File: config.mk
export PLATFORM = sky130hd
export DESIGN_NAME = complete_stage
export DESIGN_NICKNAME = d
export VERILOG_FILES = /design/src/rtl/sys_defs.sv /design/src/rtl/complete_rr_arbiter.sv /design/src/rtl/complete_stage.sv
export SDC_FILE = /design/constraint.sdc
export NUM_CORES = 1
export LEC_CHECK = 0
export CAP_MARGIN = 20
export CELL_PAD_IN_SITES_DETAIL_PLACEMENT = 1
export CELL_PAD_IN_SITES_GLOBAL_PLACEMENT = 1
export CORE_AREA = 2 2 232 234
export DETAILED_ROUTE_END_ITERATION = 7
export DIE_AREA = 0 0 234 236
export GPL_TIMING_DRIVEN = 1
export HOLD_SLACK_MARGIN = 0.03
export PLACE_DENSITY = 0.62
export SLEW_MARGIN = 20
export SYNTH_ARGS = -nofsm -noshare
export SYNTH_HDL_FRONTEND = slang
export SYNTH_HIERARCHICAL = 1
export SYNTH_SLANG_ARGS = --single-unit
File: constraint.sdc
create_clock -name clock -period 16.35 [get_ports clock]
set_input_delay 4.905 -clock clock [delete_from_list [all_inputs] [get_ports clock]]
set_output_delay 4.905 -clock clock [all_outputs]
set_load 0.05 [all_outputs]
File: src/rtl/sys_defs.sv
// Shared pipeline types for the completion stage: FU request vectors,
// completion packets and the CDB broadcast record.
package sys_defs;

  localparam int XLEN            = 32;
  localparam int FU_NUM_DEFAULT  = 4;
  localparam int C_WIDTH_DEFAULT = 2;
  localparam int PR_W            = 6;
  localparam int ROB_W           = 5;

  typedef enum logic [1:0] {
    FU_ALU    = 2'd0,
    FU_MULT   = 2'd1,
    FU_LOAD   = 2'd2,
    FU_BRANCH = 2'd3
  } fu_class_e;

  // Field order puts alu at bit 0 so the packed vector indexes by class number.
  typedef struct packed {
    logic branch;
    logic load;
    logic mult;
    logic alu;
  } FU_STATE_PACKET;

  typedef struct packed {
    logic             valid;
    logic             if_take_branch;
    logic [XLEN-1:0]  target_pc;
    logic [PR_W-1:0]  dest_pr;
    logic [XLEN-1:0]  dest_value;
    logic [ROB_W-1:0] rob_entry;
    logic             halt;
  } FU_COMPLETE_PACKET;

  typedef struct packed {
    logic            valid;
    logic [PR_W-1:0] tag;
    logic [XLEN-1:0] value;
  } CDB_T;

  // Physical register 0 is the architectural zero: it completes but is never broadcast.
  function automatic logic cdb_broadcast(input FU_COMPLETE_PACKET p);
    return p.valid && (p.dest_pr != {PR_W{1'b0}});
  endfunction

endpackage

File: src/rtl/complete_rr_arbiter.sv
// Combinational round-robin picker: selects up to C_WIDTH requesters starting
// at i_ptr, filling slots in scan order and reporting the last one picked.
module complete_rr_arbiter
  import sys_defs::*;
#(
  parameter int FU_NUM  = FU_NUM_DEFAULT,
  parameter int C_WIDTH = C_WIDTH_DEFAULT
) (
  input  logic [FU_NUM-1:0]                         i_req,
  input  logic [$clog2(FU_NUM)-1:0]                 i_ptr,
  output logic [FU_NUM-1:0]                         o_grant,
  output logic [C_WIDTH-1:0]                        o_slot_vld,
  output logic [C_WIDTH-1:0][$clog2(FU_NUM)-1:0]    o_slot_idx,
  output logic [$clog2(FU_NUM)-1:0]                 o_last_idx
);

  localparam int PTR_W = $clog2(FU_NUM);

  logic [PTR_W:0]   w_sum;
  logic [PTR_W-1:0] w_idx;
  logic             w_hit;

  // Each slot takes the first not-yet-granted requester in rotated scan order.
  always_comb begin
    o_grant    = '0;
    o_slot_vld = '0;
    o_slot_idx = '0;
    o_last_idx = '0;
    w_sum      = '0;
    w_idx      = '0;
    w_hit      = 1'b0;
    for (int s = 0; s < C_WIDTH; s++) begin
      for (int k = 0; k < FU_NUM; k++) begin
        w_sum = {1'b0, i_ptr} + (PTR_W+1)'(k);
        w_idx = (w_sum >= (PTR_W+1)'(FU_NUM)) ? PTR_W'(w_sum - (PTR_W+1)'(FU_NUM))
                                              : PTR_W'(w_sum);
        w_hit = i_req[w_idx] && !o_grant[w_idx] && !o_slot_vld[s];
        o_grant[w_idx] = o_grant[w_idx] | w_hit;
        o_slot_idx[s]  = w_hit ? w_idx : o_slot_idx[s];
        o_last_idx     = w_hit ? w_idx : o_last_idx;
        o_slot_vld[s]  = o_slot_vld[s] | w_hit;
      end
    end
  end

endmodule

File: src/rtl/complete_stage.sv
// Completion stage: arbitrates FU results onto C_WIDTH CDB ports, registers
// them toward the ROB/RS/map table and raises taken-branch redirects.
module complete_stage
  import sys_defs::*;
#(
  parameter int FU_NUM  = FU_NUM_DEFAULT,
  parameter int C_WIDTH = C_WIDTH_DEFAULT
) (
  input  logic                                clock,
  input  logic                                reset,
  input  FU_STATE_PACKET                      want_to_complete,
  input  FU_COMPLETE_PACKET [FU_NUM-1:0]      fu_packet_in,
  input  logic                                squash,
  output FU_STATE_PACKET                      complete_stall,
  output FU_COMPLETE_PACKET [C_WIDTH-1:0]     complete_pkt_out,
  output CDB_T [C_WIDTH-1:0]                  cdb_out,
  output logic                                br_resolve_valid,
  output logic [XLEN-1:0]                     br_target_pc
);

  localparam int PTR_W = $clog2(FU_NUM);

  logic [PTR_W-1:0]                  r_rr_ptr;
  logic [FU_NUM-1:0]                 w_want;
  logic [FU_NUM-1:0]                 w_raw_req;
  logic [FU_NUM-1:0]                 w_req;
  logic [FU_NUM-1:0]                 w_grant;
  logic [FU_NUM-1:0]                 w_stall;
  logic [C_WIDTH-1:0]                w_slot_vld;
  logic [C_WIDTH-1:0][PTR_W-1:0]     w_slot_idx;
  logic [PTR_W-1:0]                  w_last_idx;
  logic [PTR_W-1:0]                  w_ptr_next;
  FU_COMPLETE_PACKET [C_WIDTH-1:0]   w_pkt_next;
  CDB_T [C_WIDTH-1:0]                w_cdb_next;
  logic                              w_br_vld_next;
  logic [XLEN-1:0]                   w_br_pc_next;
  logic                              w_br_hit;

  assign w_want = FU_NUM'(want_to_complete);

  // Request qualification; reset and squash both suppress every grant.
  always_comb begin
    w_raw_req = '0;
    for (int i = 0; i < FU_NUM; i++) begin
      w_raw_req[i] = w_want[i] & fu_packet_in[i].valid;
    end
    w_req   = (reset || squash) ? '0 : w_raw_req;
    w_stall = (squash && !reset) ? '0 : (w_raw_req & ~w_grant);
  end

  assign complete_stall = FU_STATE_PACKET'(w_stall);

  complete_rr_arbiter #(
    .FU_NUM  (FU_NUM),
    .C_WIDTH (C_WIDTH)
  ) u_arb (
    .i_req      (w_req),
    .i_ptr      (r_rr_ptr),
    .o_grant    (w_grant),
    .o_slot_vld (w_slot_vld),
    .o_slot_idx (w_slot_idx),
    .o_last_idx (w_last_idx)
  );

  assign w_ptr_next = (w_last_idx == PTR_W'(FU_NUM - 1)) ? '0 : (w_last_idx + PTR_W'(1));

  // Next-cycle slot contents, CDB records and branch redirect.
  always_comb begin
    w_pkt_next    = '0;
    w_cdb_next    = '0;
    w_br_vld_next = 1'b0;
    w_br_pc_next  = br_target_pc;
    w_br_hit      = 1'b0;
    for (int s = 0; s < C_WIDTH; s++) begin
      if (w_slot_vld[s]) begin
        w_pkt_next[s]       = fu_packet_in[w_slot_idx[s]];
        w_cdb_next[s].valid = cdb_broadcast(w_pkt_next[s]);
        w_cdb_next[s].tag   = w_pkt_next[s].dest_pr;
        w_cdb_next[s].value = w_pkt_next[s].dest_value;
        w_br_hit      = (w_slot_idx[s] == PTR_W'(FU_BRANCH)) && w_pkt_next[s].if_take_branch;
        w_br_vld_next = w_br_vld_next | w_br_hit;
        w_br_pc_next  = w_br_hit ? w_pkt_next[s].target_pc : w_br_pc_next;
      end else begin
        w_pkt_next[s] = '0;
        w_cdb_next[s] = '0;
      end
    end
  end

  // Output registers and round-robin pointer.
  always_ff @(posedge clock) begin
    if (reset || squash) begin
      r_rr_ptr         <= '0;
      complete_pkt_out <= '0;
      cdb_out          <= '0;
      br_resolve_valid <= 1'b0;
      br_target_pc     <= reset ? '0 : br_target_pc;
    end else begin
      r_rr_ptr         <= (|w_grant) ? w_ptr_next : r_rr_ptr;
      complete_pkt_out <= w_pkt_next;
      cdb_out          <= w_cdb_next;
      br_resolve_valid <= w_br_vld_next;
      br_target_pc     <= w_br_pc_next;
    end
  end

endmodule

==> results of run 1 <==
## power by group
part	internal [mW]	switching [mW]	total [mW]
logic	0.647	0.963	1.61
registers	0.550	0.0351	0.585
clock network	0.217	0.223	0.439
## cell families after synthesis
| kind of cell | count (synthesis) | share of synthesized area (%) |
|---|---|---|
| AOI/OAI and AO/OA | 169 | 10.5 |
| buffers and inverters | 190 | 8.84 |
| muxes | 171 | 31.0 |
| and+or+nand+nor | 326 | 14.4 |
| adders and majority gates | 5 | 0.519 |
| DFF | 193 | 34.7 |
## how the worst max path moves through the flow
stage	depth (start not counted)	start	end	slack [ns]
floorplan	19	squash	complete_stall[2]	1.58
global placement	19	reset	complete_stall[3]	1.09
detailed placement	19	squash	complete_stall[3]	1.02
CTS	19	squash	complete_stall[3]	0.97
global route	19	squash	complete_stall[1]	0.38
finish	19	squash	complete_stall[3]	0.93
## layout by cell type, fill, tap and decap left out, types with 4 or more instances in the layout
cell type        instances
buf_4                   25
a31oi_1                 36
clkdlybuf4s50_1        585
inv_1                   10
diode_2                 12
dfxtp_1                161
nand2_1                 92
ha_1                     5
edfxtp_1                32
o211ai_1                 9
or2_2                    5
nand4_1                  5
nand3_1                  7
nor2_1                  27
o21ai_1                  7
o21ai_0                 41
clkbuf_16               18
and3_1                 159
mux2i_1                  5
a21oi_1                 14
nor2b_1                  5
a22oi_1                  4
nor3_1                   9
mux4_2                 161
## metal layers
metal / up-vias / global-route usage, % / routed length (um)
li1: 4951 / - / -
met1: 5718 / 23.8 / 21700
met2: 451 / 36.5 / 30500
met3: 93 / 4.79 / 3980
met4: 10 / 10.5 / 2090
met5: - / 0 / 72
## cell type report
class,instances,share of cell area (%)
sequential,193,22.4
clock buffer,22,2.60
timing repair buffer,612,32.5
inverter,11,0.221
tap,696,4.67
antenna,12,0.161
clock inverter,10,0.497
multi-input combinational,671,36.9
## stage by stage
stage	utilization [%]	total power, mW	instances	cell area [um2]	setup WS (ns)
3_5_place_dp	34.0	2.23	2183	18000	1.02
6_report	35.1	2.63	2227	18600	0.925
2_1_floorplan	-	1.72	1054	12000	1.58
4_1_cts	35.1	2.68	2215	18600	0.975
5_1_grt	35.1	2.77	2227	18600	0.382
3_3_place_gp	34.0	2.22	2182	18000	1.09
## state kept, by name, summed over array words and instances, names as in the netlist
name / count
cdb_out: 78
br_resolve_valid: 1
r_rr_ptr: 2
complete_pkt_out: 80
br_target_pc: 32
## worst register-to-register path: cells and delay by family (launching register included)
family / cells / cell delay, ns
AO/OA/AOI/OAI: 9 / 2.62
flip-flops: 1 / 0.30
multiplexers: 3 / 1.43
buffers and inverters: 4 / 2.07
AND/OR/NAND/NOR: 4 / 1.26
adder cells (fa/ha/maj): 1 / 0.96
==> results_dict.tcl, run 1 <==
set metrics [dict create \
    synthDominantCellAreaShare_pct 30.1 \
    fin_setup_tns_ns 0 \
    setup-violations-final 0 \
    start_kind "input pin" \
    syn-instance-count 1054 \
    yosys_warnings 6 \
    cts_tree "yes" \
    powerDensity_nw_per_um2 141 \
    drc 0 \
    slew_headroom_pct 25.8 \
    reg2reg_slack_ns 7.61 \
    post_drt_wl_per_cell_um 26.2 \
    crit_type "in2out" \
    endpoint_kind "output pin" \
    netlist_area_um2 12000 \
    num_vias 11223 \
    vdd_drop_max_mv 0.110 \
    insertion_delay_ns 0.50 \
    slowest_delay_ns 0.48 \
    syn_to_final_growth_pct 54.8 \
    period_needed_ns 15.42 \
    antenna_found_initial 21 \
    worstReg2RegStart "r_rr_ptr[0]" \
    whs_ns 0.662 \
    multi_input_area_um2 6870 \
    cp_cell_sequence "clkdlybuf4s50_1, or2_2, nor2_1, mux4_2, mux2_4, a221oi_4, o21ai_1, nand2_1, o211ai_1, a31oi_2, o21ai_1, o32ai_1, or2_2, o31a_4, o21ai_4, a21boi_2, mux2i_1, nor3_1, buf_4" \
    drtIter0Drc 556 \
    finalHoldViolCount 0 \
    antenna_left 0 \
    tightest_slew_ns 1.11 \
    numCtsBuffers 17 \
    synth-main-ff-cell "dfxtp_1" \
    cts_hold_buf 0 \
    cp_max_fo 10 \
    drive_gt1_share_pct 16.7 \
    cts_resized 0 \
    grt_max_degree 109 \
    holdCritStartpoint "br_target_pc[28]" \
    synth.distinct_cells 77 \
    fin_crit_sh_pct 94.3 \
    synth_commonest_cells "dfxtp_1 (161), mux4_2 (161), and3_1 (159)" \
    gp_congestion 0.873 \
    vias_per_cell 5.04 \
    cts-htree-levels 4 \
    die_x_um 234 \
    nets 1830 \
    hold_path_class "reg2reg" \
    rsz0062_at_grt "false" \
    r2r-end "cdb_out[77]" \
    critPathBufInv 2 \
    seq_area_um2 4180 \
    hpwl_um 44500 \
    cp_top_family "compound AO/OA/AOI/OAI gates" \
    dr.pass1.iters 4 \
    cts_root_buffer "clkbuf_16" \
    overflow 0 \
    grtUsageTotal_pct 20.9 \
    grt_pass1_wl_um 83200 \
    post-cts-setup-buffers 0 \
    cellLeakagePower_nw 6.72 \
    max_freq_mhz 64.8 \
    ys_async_sr_fraction_pct 0 \
    critPathSlowestCell "clkdlybuf4s50_1" \
    synth.area.top_cells "mux4_2 (30%), dfxtp_1 (27%), and3_1 (8.3%), edfxtp_1 (8.0%), buf_4 (5.0%)" \
    cap_violations 0 \
    fp.dieArea_um2 55200 \
    synth_edf_count 32 \
    maxSlewViolCount 0 \
    clock_sinks 193 \
    row_count 85 \
    ys_seq_area_share_pct 34.7 \
    status "complete, no violations" \
    whs_path_depth 2 \
    skew_ns 0.00627 \
    hold_path_end "br_target_pc[28]" \
    core_um2 53100 \
    arrival_ns 10.52 \
    clk_pin_slew_ns 0.07 \
    required_ns 11.44 \
    wirelength_um 58300 \
    syn_nets 1378 \
    nFillCells 5749 \
    start_util_pct 22.7 \
    dieHeight_um 236 \
    cts_buffer_depth 2 \
    reg2reg_depth 21 \
    io_buffers 589 \
    ioPinCount 590 \
    grt_pass1_vias 11751 \
    syn_area_per_cell_um2 11.4 \
    synth_seq_cells 193 \
    synth_area_leader_cell "mux4_2" \
]
No activity file was read; power rests on OpenSTA's default activity.
==> run 2: changes to the inputs <==
RECOVER_POWER = 100   (was not set)
==> run 2 against run 1 <==
Compared with the run above:
- the flow now finishes with violations (max-capacitance violations, max-slew violations)
- register-to-register slack lost 2.4 ns
- clock skew hardly changed
- clock power barely moved
- global-route usage unchanged
- flip-flop and latch count unchanged
- count of clock-buffer cells in the layout did not move
- final area down 0.22%
- worst hold slack about the same
- critical path type unchanged
- critical endpoint is now complete_stall[0]
- largest cell class unchanged
==> results_dict.tcl, run 2 (synthesis results as in run 1) <==
set metrics [dict create \
    period_needed_ns 15.61 \
    rsz0062_at_grt "false" \
    grt_max_degree 109 \
    post_drt_wl_per_cell_um 26.2 \
    powerDensity_nw_per_um2 142 \
    maxSlewViolCount 195 \
    start_util_pct 22.7 \
    largest_register_ff_count 80 \
    cts_buffer_depth 2 \
    fin_crit_sh_pct 95.5 \
    final_cells 2227 \
    hpwl_um 44500 \
    required_ns 11.44 \
    violations "max-capacitance violations, max-slew violations" \
    top_layer_used "met5" \
    totalPowerFinal_mw 2.63 \
    row_count 85 \
    cp_cell_sequence "dlygate4sd3_1, or2_2, nor2_1, mux4_2, mux2_4, a221oi_4, o21ai_1, nand2_1, o211ai_1, a31oi_2, o21ai_1, o32ai_1, or2_2, o31a_2, o21ai_4, a21boi_2, o21ai_0, nor3_1, buf_4" \
    arrival_ns 10.70 \
    dr.pass1.iters 4 \
    dpl_cell_area_um2 18000 \
    cts_hold_buf 0 \
    finalHoldViolCount 0 \
    cap_violations 4 \
    critPathSlowestCell "dlygate4sd3_1" \
    final_common_cell "clkdlybuf4s50_1" \
    postLayoutCoreUtil_pct 35.1 \
    fin_setup_tns_ns 0 \
    dp_cells 2183 \
    drive_gt1_share_pct 16.3 \
    top_regs "complete_pkt_out x80, cdb_out x78, br_target_pc x32" \
    slew_headroom_pct -381 \
    core_um2 53100 \
    gp_congestion 0.873 \
    cts_root_buffer "clkbuf_16" \
    status "complete, but fails checks" \
    setup-violations-final 0 \
    io_buffers 589 \
    cts-htree-levels 4 \
    vias_per_cell 5.02 \
    cellLeakagePower_nw 7.57 \
    crit_type "in2out" \
    hold_path_class "reg2reg" \
    cts_tree "yes" \
    numCtsBuffers 17 \
    drt-met1-wl_um 21900 \
    clk_pin_slew_ns 0.07 \
    skew_ns 0.00653 \
    cp_max_fo 10 \
    vdd_drop_max_mv 0.110 \
    drtIter0Drc 537 \
    max_flop_register "complete_pkt_out" \
    fin_ws_ns 0.741 \
    post-route-cell-area_um2 18600 \
    num_vias 11185 \
    preCtsSetupSlack_ns 1.02 \
    critPathBufInv 2 \
    overflow 0 \
    cts_resized 0 \
    die_x_um 234 \
    start_kind "input pin" \
    grt_pass1_vias 11751 \
    post-cts-setup-buffers 0 \
    syn_to_final_growth_pct 54.4 \
    dr_wl_met2_um 30500 \
    fp.dieArea_um2 55200 \
    tightest_slew_ns 7.22 \
    clock_sinks 193 \
    whs_ns 0.662 \
    final_cell_mix "clkdlybuf4s50_1 (317), dlygate4sd3_1 (268), mux4_2 (161), dfxtp_1 (161), and3_1 (159)" \
    nets 1830 \
    wl_met3_um 3610 \
    drc 0 \
    dieHeight_um 236 \
    endpoint_kind "output pin" \
    grt_pass1_wl_um 83200 \
    cp_top_family "compound AO/OA/AOI/OAI gates" \
    insertion_delay_ns 0.50 \
    max_freq_mhz 64.1 \
    antenna_found_initial 21 \
    ioPinCount 590 \
    grtUsageTotal_pct 20.9 \
    antenna_left 0 \
    wirelength_um 58200 \
    slowest_delay_ns 0.60 \
]
==> run 2: metal layers <==
layer  vias to the layer above  track usage [%]
li1                       4955                -
met1                      5714             23.8
met2                       413             36.5
met3                        93             4.79
met4                        10             10.5
met5                         -                0
==> run 2: where the power goes <==
group	leakage, nW	total (mW)	switching [mW]	internal, mW
clock	0.281	0.439	0.223	0.217
combinational	5.63	1.62	0.963	0.652
sequential	1.66	0.580	0.0306	0.549
==> run 2: worst register-to-register path: stages, from the launching register on <==
cell       delay [ns]
dfxtp_1          0.31
buf_4            0.36
inv_1            0.47
ha_1             0.73
mux4_2           0.66
mux2_4           0.37
a221oi_4         0.45
o21ai_1          0.26
o21ai_0          0.40
a2bb2oi_4        0.17
clkbuf_1         5.00
mux4_2           1.04
or4_1            0.57
o31a_1           0.25
==> run 2: area by class of cell <==
| class | instances | area, um2 |
|---|---|---|
| fillers | 5751 | 34500 |
| multi-input cells | 671 | 6870 |
| repair buffers | 612 | 6030 |
| flip-flops and latches | 193 | 4180 |
| well taps | 696 | 871 |
| clock buffers | 22 | 485 |
| clock inverters | 10 | 92.6 |
| inverters | 11 | 41.3 |
| diodes | 12 | 30.0 |
==> run 2: worst paths after layout <==
| kind | start | end | slack [ns] | depth (start not counted) |
|---|---|---|---|---|
| worst max register to register | r_rr_ptr[0] | cdb_out[38] | 5.22 | 13 |
| worst min register to register | br_target_pc[18] | br_target_pc[18] | 0.66 | 2 |
| worst min-delay path | br_target_pc[18] | br_target_pc[18] | 0.66 | 2 |
| worst max-delay path | squash | complete_stall[0] | 0.74 | 19 |
